[src/rtl/act_skew_pkg.sv]
// Shared constants and FSM encoding for the activation skew feeder.
// Defaults match the pe_array_4x4 geometry.
package act_skew_pkg;

    localparam int unsigned ACT_DATA_WIDTH = 8;
    localparam int unsigned ACT_ROWS       = 4;

    typedef enum logic [1:0] {
        ST_IDLE   = 2'd0,
        ST_STREAM = 2'd1,
        ST_DRAIN  = 2'd2
    } state_e;

endpackage

[src/rtl/act_skew_line.sv]
// Fixed-depth shift register for one row of the diagonal skew.
// The line advances only when shift_en_i is set; rst clears every stage.
module act_skew_line
    import act_skew_pkg::*;
#(
    parameter int unsigned DEPTH      = 1,
    parameter int unsigned DATA_WIDTH = ACT_DATA_WIDTH
) (
    input  logic                  clk,
    input  logic                  rst,
    input  logic                  shift_en_i,
    input  logic [DATA_WIDTH-1:0] din_i,
    output logic [DATA_WIDTH-1:0] dout_o
);

    logic [DATA_WIDTH-1:0] line_q [DEPTH];

    always_ff @(posedge clk) begin
        if (rst) begin
            for (int unsigned i = 0; i < DEPTH; i++) begin
                line_q[i] <= '0;
            end
        end else if (shift_en_i) begin
            line_q[0] <= din_i;
            for (int unsigned i = 1; i < DEPTH; i++) begin
                line_q[i] <= line_q[i-1];
            end
        end
    end

    assign dout_o = line_q[DEPTH-1];

endmodule

[src/rtl/act_skew_feeder.sv]
// Skews unskewed activation vectors onto the PE array rows and drains with zeros.
// Define ACT_SKEW_PERF_EN to add the bubble_cycles stall counter output.
module act_skew_feeder
    import act_skew_pkg::*;
#(
    parameter int unsigned DATA_WIDTH = ACT_DATA_WIDTH,
    parameter int unsigned ROWS       = ACT_ROWS,
    parameter int unsigned LEN_WIDTH  = 16
) (
    input  logic                       clk,
    input  logic                       rst,
    input  logic                       start,
    input  logic [LEN_WIDTH-1:0]       vec_len,
    input  logic                       in_valid,
    output logic                       in_ready,
    input  logic [DATA_WIDTH*ROWS-1:0] in_data,
    output logic [DATA_WIDTH*ROWS-1:0] act_out_flat,
    output logic                       array_enable,
    output logic                       busy,
    output logic                       done
`ifdef ACT_SKEW_PERF_EN
    ,
    output logic [31:0]                bubble_cycles
`endif
);

    localparam int unsigned CNT_W = $clog2(ROWS + 1);

    state_e               state_q, state_d;
    logic [LEN_WIDTH-1:0] len_q, len_d;
    logic [LEN_WIDTH-1:0] beat_q, beat_d;
    logic [CNT_W-1:0]     drain_q, drain_d;
    logic                 done_q, done_d;
    logic                 enable_q;
    logic                 accept;
    logic                 shift_en;

    assign in_ready     = (state_q == ST_STREAM);
    assign accept       = in_ready && in_valid;
    assign shift_en     = (state_q != ST_IDLE);
    assign busy         = (state_q != ST_IDLE);
    assign array_enable = enable_q;
    assign done         = done_q;

    always_comb begin
        state_d = state_q;
        len_d   = len_q;
        beat_d  = beat_q;
        drain_d = drain_q;
        done_d  = 1'b0;
        case (state_q)
            ST_IDLE: begin
                if (start) begin
                    if (vec_len != '0) begin
                        state_d = ST_STREAM;
                        len_d   = vec_len;
                        beat_d  = '0;
                    end else begin
                        done_d = 1'b1;
                    end
                end
            end
            ST_STREAM: begin
                if (in_valid) begin
                    beat_d = beat_q + 1'b1;
                    // len_q is never 0 here, so len_q-1 cannot underflow.
                    if (beat_q == len_q - 1'b1) begin
                        state_d = ST_DRAIN;
                        drain_d = CNT_W'(ROWS - 1);
                    end
                end
            end
            ST_DRAIN: begin
                if (drain_q == '0) begin
                    state_d = ST_IDLE;
                    done_d  = 1'b1;
                end else begin
                    drain_d = drain_q - 1'b1;
                end
            end
            default: state_d = ST_IDLE;
        endcase
    end

    always_ff @(posedge clk) begin
        if (rst) begin
            state_q  <= ST_IDLE;
            len_q    <= '0;
            beat_q   <= '0;
            drain_q  <= '0;
            done_q   <= 1'b0;
            enable_q <= 1'b0;
        end else begin
            state_q  <= state_d;
            len_q    <= len_d;
            beat_q   <= beat_d;
            drain_q  <= drain_d;
            done_q   <= done_d;
            enable_q <= (state_d != ST_IDLE);
        end
    end

    // Row r is r+1 stages deep, producing the diagonal wavefront.
    for (genvar r = 0; r < ROWS; r++) begin : g_row
        logic [DATA_WIDTH-1:0] row_din;
        assign row_din = accept ? in_data[r*DATA_WIDTH +: DATA_WIDTH] : '0;

        act_skew_line #(
            .DEPTH      (r + 1),
            .DATA_WIDTH (DATA_WIDTH)
        ) u_line (
            .clk        (clk),
            .rst        (rst),
            .shift_en_i (shift_en),
            .din_i      (row_din),
            .dout_o     (act_out_flat[r*DATA_WIDTH +: DATA_WIDTH])
        );
    end

`ifdef ACT_SKEW_PERF_EN
    logic [31:0] bubble_q;

    always_ff @(posedge clk) begin
        if (rst) begin
            bubble_q <= '0;
        end else if (state_q == ST_IDLE && start) begin
            bubble_q <= '0;
        end else if (state_q == ST_STREAM && !in_valid && bubble_q != '1) begin
            bubble_q <= bubble_q + 1'b1;
        end
    end

    assign bubble_cycles = bubble_q;
`endif

endmodule

[config.mk]
export PLATFORM = sky130hd
export DESIGN_NAME = act_skew_feeder
export DESIGN_NICKNAME = d
export VERILOG_FILES = /design/src/rtl/act_skew_pkg.sv /design/src/rtl/act_skew_line.sv /design/src/rtl/act_skew_feeder.sv
export SDC_FILE = /design/constraint.sdc
export NUM_CORES = 1
export LEC_CHECK = 0
export CAP_MARGIN = 20
export CORE_UTILIZATION = 53
export CTS_BUF_LIST = sky130_fd_sc_hd__clkbuf_16
export DETAILED_ROUTE_END_ITERATION = 12
export PLACE_DENSITY_LB_ADDON = 0.12
export SLEW_MARGIN = 20
export SYNTH_ARGS = -nofsm -noshare
export SYNTH_HDL_FRONTEND = slang
export SYNTH_SLANG_ARGS = --single-unit
[constraint.sdc]
create_clock -name clk -period 3.5 [get_ports clk]
set_clock_uncertainty 0.05 [all_clocks]
set_input_delay 0.875 -clock clk [delete_from_list [all_inputs] [get_ports clk]]
set_output_delay 0.875 -clock clk [all_outputs]
set_load 0.05 [all_outputs]
==> metrics <==
run status=completed; share of synthesized area occupied by flip-flops and latches=61.3%; area share of the largest cell type after synthesis=46.2%; design internal power=0.00285 W; total DRC errors in the routed layout=0; number of warning messages in the yosys log=0; combinational family with the most area after synthesis=simple AND/OR/NAND/NOR gates; clock-pin transition on the worst setup and hold timing paths=about 0.060 ns; Clock Power Share=46.0%; most common cell in the netlist=sky130_fd_sc_hd__and2_1; multiplexer fraction of the synthesized cell area=between 3 and 4%; overall via count from detail_route=3314; fraction of layout instances using a drive strength above 1=8.37%; number of global-route vias before repair=3090; antenna-violating nets left=0; minimum setup slack in the final design=about 0.54 ns; Clk Latency, worst-skew pair=0.41 ns; number of synthesized register bits=119; detailed-route vias per instance=5.06; cells after synthesis=438; netlist area before placement=~5200 sq um; master cell of the clock root buffer=sky130_fd_sc_hd__clkbuf_16; count of cell types in the netlist=40; total of buffers placed on input and output ports=87; total count of hold-check failures in the final report=0; power consumption=0.00382 W; adder and majority cell fraction of the synthesized area=0.963%; utilization after layout=71.2%; Clock Sink Count=119; actual slew at the worst max-slew pin=1.01 ns; syn avg cell area=11.9 sq um; most instantiated flip-flop cell in the synthesis netlist=sky130_fd_sc_hd__edfxtp_1; Initial Util=55.4%; upper clock frequency limit=338 MHz; worst setup path category=reg -> out; Post-synth top cells=82 x sky130_fd_sc_hd__and2_1, 80 x sky130_fd_sc_hd__edfxtp_1, 43 x sky130_fd_sc_hd__nor2_1; Post-Place Worst Slack=around 0.41 ns; Nets=569; relative slew slack=32.7%; CP Capture Type=output pin; FFs w/ async S/R, synth=0%; first-pass GRT wire length=14600 um; horizontal die dimension=just over 100 um; CTS H-tree lvls=4; area growth from synthesis to final layout=28.5%; Syn Nets=494; maximum number of buffers from clock root to sink=2; TritonCTS clock tree=done; sw power=0.000968 W; number of flops mapped to enable cells by yosys=80; share of the clock period used by the worst path after layout=84.5%; simple-gate share of the synthesized area=20.4%; DIE AREA=10200 sq um; Slew Viols, Final=0; final-report setup violation count=0; Max-cap violations=0; relative contribution of sequential cells to total power=42.7%; maximum fanout along the worst path=9; Pwr Density=572 nW/um^2; first-pass iteration count of the detailed router=4; total area of sequential cells=3180 sq um; area inside the core boundary=9370 sq um; Ports=88; Resized Gates After CTS=0; number of buffers added to fix hold violations after cts=0; crit path time final=2.96 ns; area leader, netlist=sky130_fd_sc_hd__edfxtp_1; count of inserted antenna diode cells=0; worst min-delay path category=reg -> reg; DP Wirelength=slightly above 6000 um; global-route total usage across every layer=19.1%; area occupied by multi-input gates=1790 sq um; cell types occupying the most area after synthesis=sky130_fd_sc_hd__edfxtp_1 46%, sky130_fd_sc_hd__dfxtp_1 15%, sky130_fd_sc_hd__and2_1 9.9%; violation count after the first detailed-route iteration=approximately 100; post-synthesis share of cell area spent on xor and xnor gates=5.90%; largest net degree at the start of global routing=81; relative contribution of combinational cells to total power=11.3%; unrepaired setup endpoints after global routing=false; sum of negative setup slack=0 ns; total wire length=8970 um; Data required, critical path=2.57 ns; area fraction in compound gates after synthesis=3.76%; Inserted Clock Buffers=17; FILL cells=just over 700; die extent in y=101 um; routed wire length per instance=13.7 um; overall overflow remaining after global route=0; worst endpoint data arrival time=2.03 ns; cell leakage power=2.53 nW; post-CTS repair timing setup buffer count=0; GP Congestion=0.810; number of antenna violations at the first check in global routing=0; type of origin of the critical path=flop; number of standard-cell rows in the floorplan=35; peak ir drop on the vdd network=~0.34 mV; Switching Fraction=25.3%
## layout make-up
cell class	instances	area share, %
flip-flops and latches	119	47.7
multi-input cells	276	26.8
repair buffers	91	13.5
clock buffers	17	6.37
clock inverters	15	2.74
well taps	129	2.42
inverters	8	0.450
## critical path: stages (launching register included)
cell,delay (ns)
sky130_fd_sc_hd__dfxtp_1,0.49
sky130_fd_sc_hd__nor2b_1,0.17
sky130_fd_sc_hd__buf_4,0.15
sky130_fd_sc_hd__clkdlybuf4s50_1,0.81
## per-layer routing
layer,global-route usage (%),vias up,share of wire (%)
li1,-,1661,-
met1,23.6,1543,44
met2,31.1,93,48
met3,4.85,17,5.0
met4,9.59,0,2.1
met5,0,-,0
## state kept, by name, indices dropped and copies added (netlist names)
signal               cells
g_row.u_line.line_q     80
done                     1
beat_q                  16
len_q                   16
drain_q                  3
state_q                  2
array_enable             1
## cell families (layout without fill, tap and decap cells)
kind of cell | after synthesis | in the layout
AOI/OAI and AO/OA | 30 | 30
buffers and inverters | 43 | 131
adders and majority gates | 4 | 4
and+or+nand+nor | 190 | 190
DFF | 119 | 119
xor gates and xnor gates | 35 | 35
muxes | 17 | 17
## power groups by stage
stage	logic, W	registers (W)	clock network (W)
after floorplan	0.000251	0.00170	0
after global placement	0.000427	0.00166	0
after detailed placement	0.000433	0.00166	0
after CTS	0.000435	0.00163	0.00178
after global routing	0.000464	0.00164	0.00184
final	0.000433	0.00163	0.00176
## placed cells by master (no fill, tap or decap), types with 2 or more instances in the layout
cell type                         count
sky130_fd_sc_hd__o21ai_0              7
sky130_fd_sc_hd__dfxtp_1             39
sky130_fd_sc_hd__mux2i_1             17
sky130_fd_sc_hd__nor4b_1              3
sky130_fd_sc_hd__nand2b_1             2
sky130_fd_sc_hd__ha_1                 4
sky130_fd_sc_hd__clkbuf_16           17
sky130_fd_sc_hd__nor3_1               8
sky130_fd_sc_hd__edfxtp_1            80
sky130_fd_sc_hd__nor4_1               8
sky130_fd_sc_hd__a21oi_1              8
sky130_fd_sc_hd__clkinv_4             3
sky130_fd_sc_hd__nor2_1              41
sky130_fd_sc_hd__inv_8                4
sky130_fd_sc_hd__nand3_1             10
sky130_fd_sc_hd__a31oi_1              5
sky130_fd_sc_hd__nand4_1              3
sky130_fd_sc_hd__xnor2_1             18
sky130_fd_sc_hd__a21o_1               3
sky130_fd_sc_hd__nand2_1             15
sky130_fd_sc_hd__and2_1              82
sky130_fd_sc_hd__or4_1                2
sky130_fd_sc_hd__o211ai_1             2
sky130_fd_sc_hd__xor2_1              17
sky130_fd_sc_hd__buf_4                4
sky130_fd_sc_hd__clkdlybuf4s50_1     87
sky130_fd_sc_hd__inv_1                8
sky130_fd_sc_hd__bufinv_16            2
sky130_fd_sc_hd__a211oi_1             2
sky130_fd_sc_hd__inv_6                5
sky130_fd_sc_hd__and3_1               4
sky130_fd_sc_hd__nor2_2               2
## per-stage QoR
| step | cell area [sq um] | hold slack, ns | instances |
|---|---|---|---|
| final | 6670 | 0.454 | 655 |
| after global routing | 6670 | 0.468 | 655 |
| after CTS | 6670 | 0.458 | 655 |
| after detailed placement | 6070 | 0.450 | 623 |
| after global placement | 6070 | 0.439 | 623 |
| after floorplan | 5190 | 0.431 | 438 |
## path summary, 6_finish.rpt
kind,start,end,slack [ns],cells after the start
min reg2reg,drain_q[0]$_SDFFE_PP0P_,drain_q[0]$_SDFFE_PP0P_,0.45,2
min,drain_q[0]$_SDFFE_PP0P_,drain_q[0]$_SDFFE_PP0P_,0.45,2
max,state_q[0]$_SDFF_PP0_,in_ready,0.54,3
max reg2reg,len_q[0]$_SDFFE_PP0P_,drain_q[1]$_SDFFE_PP0P_,0.59,9
(Power assumes the default switching activity.)
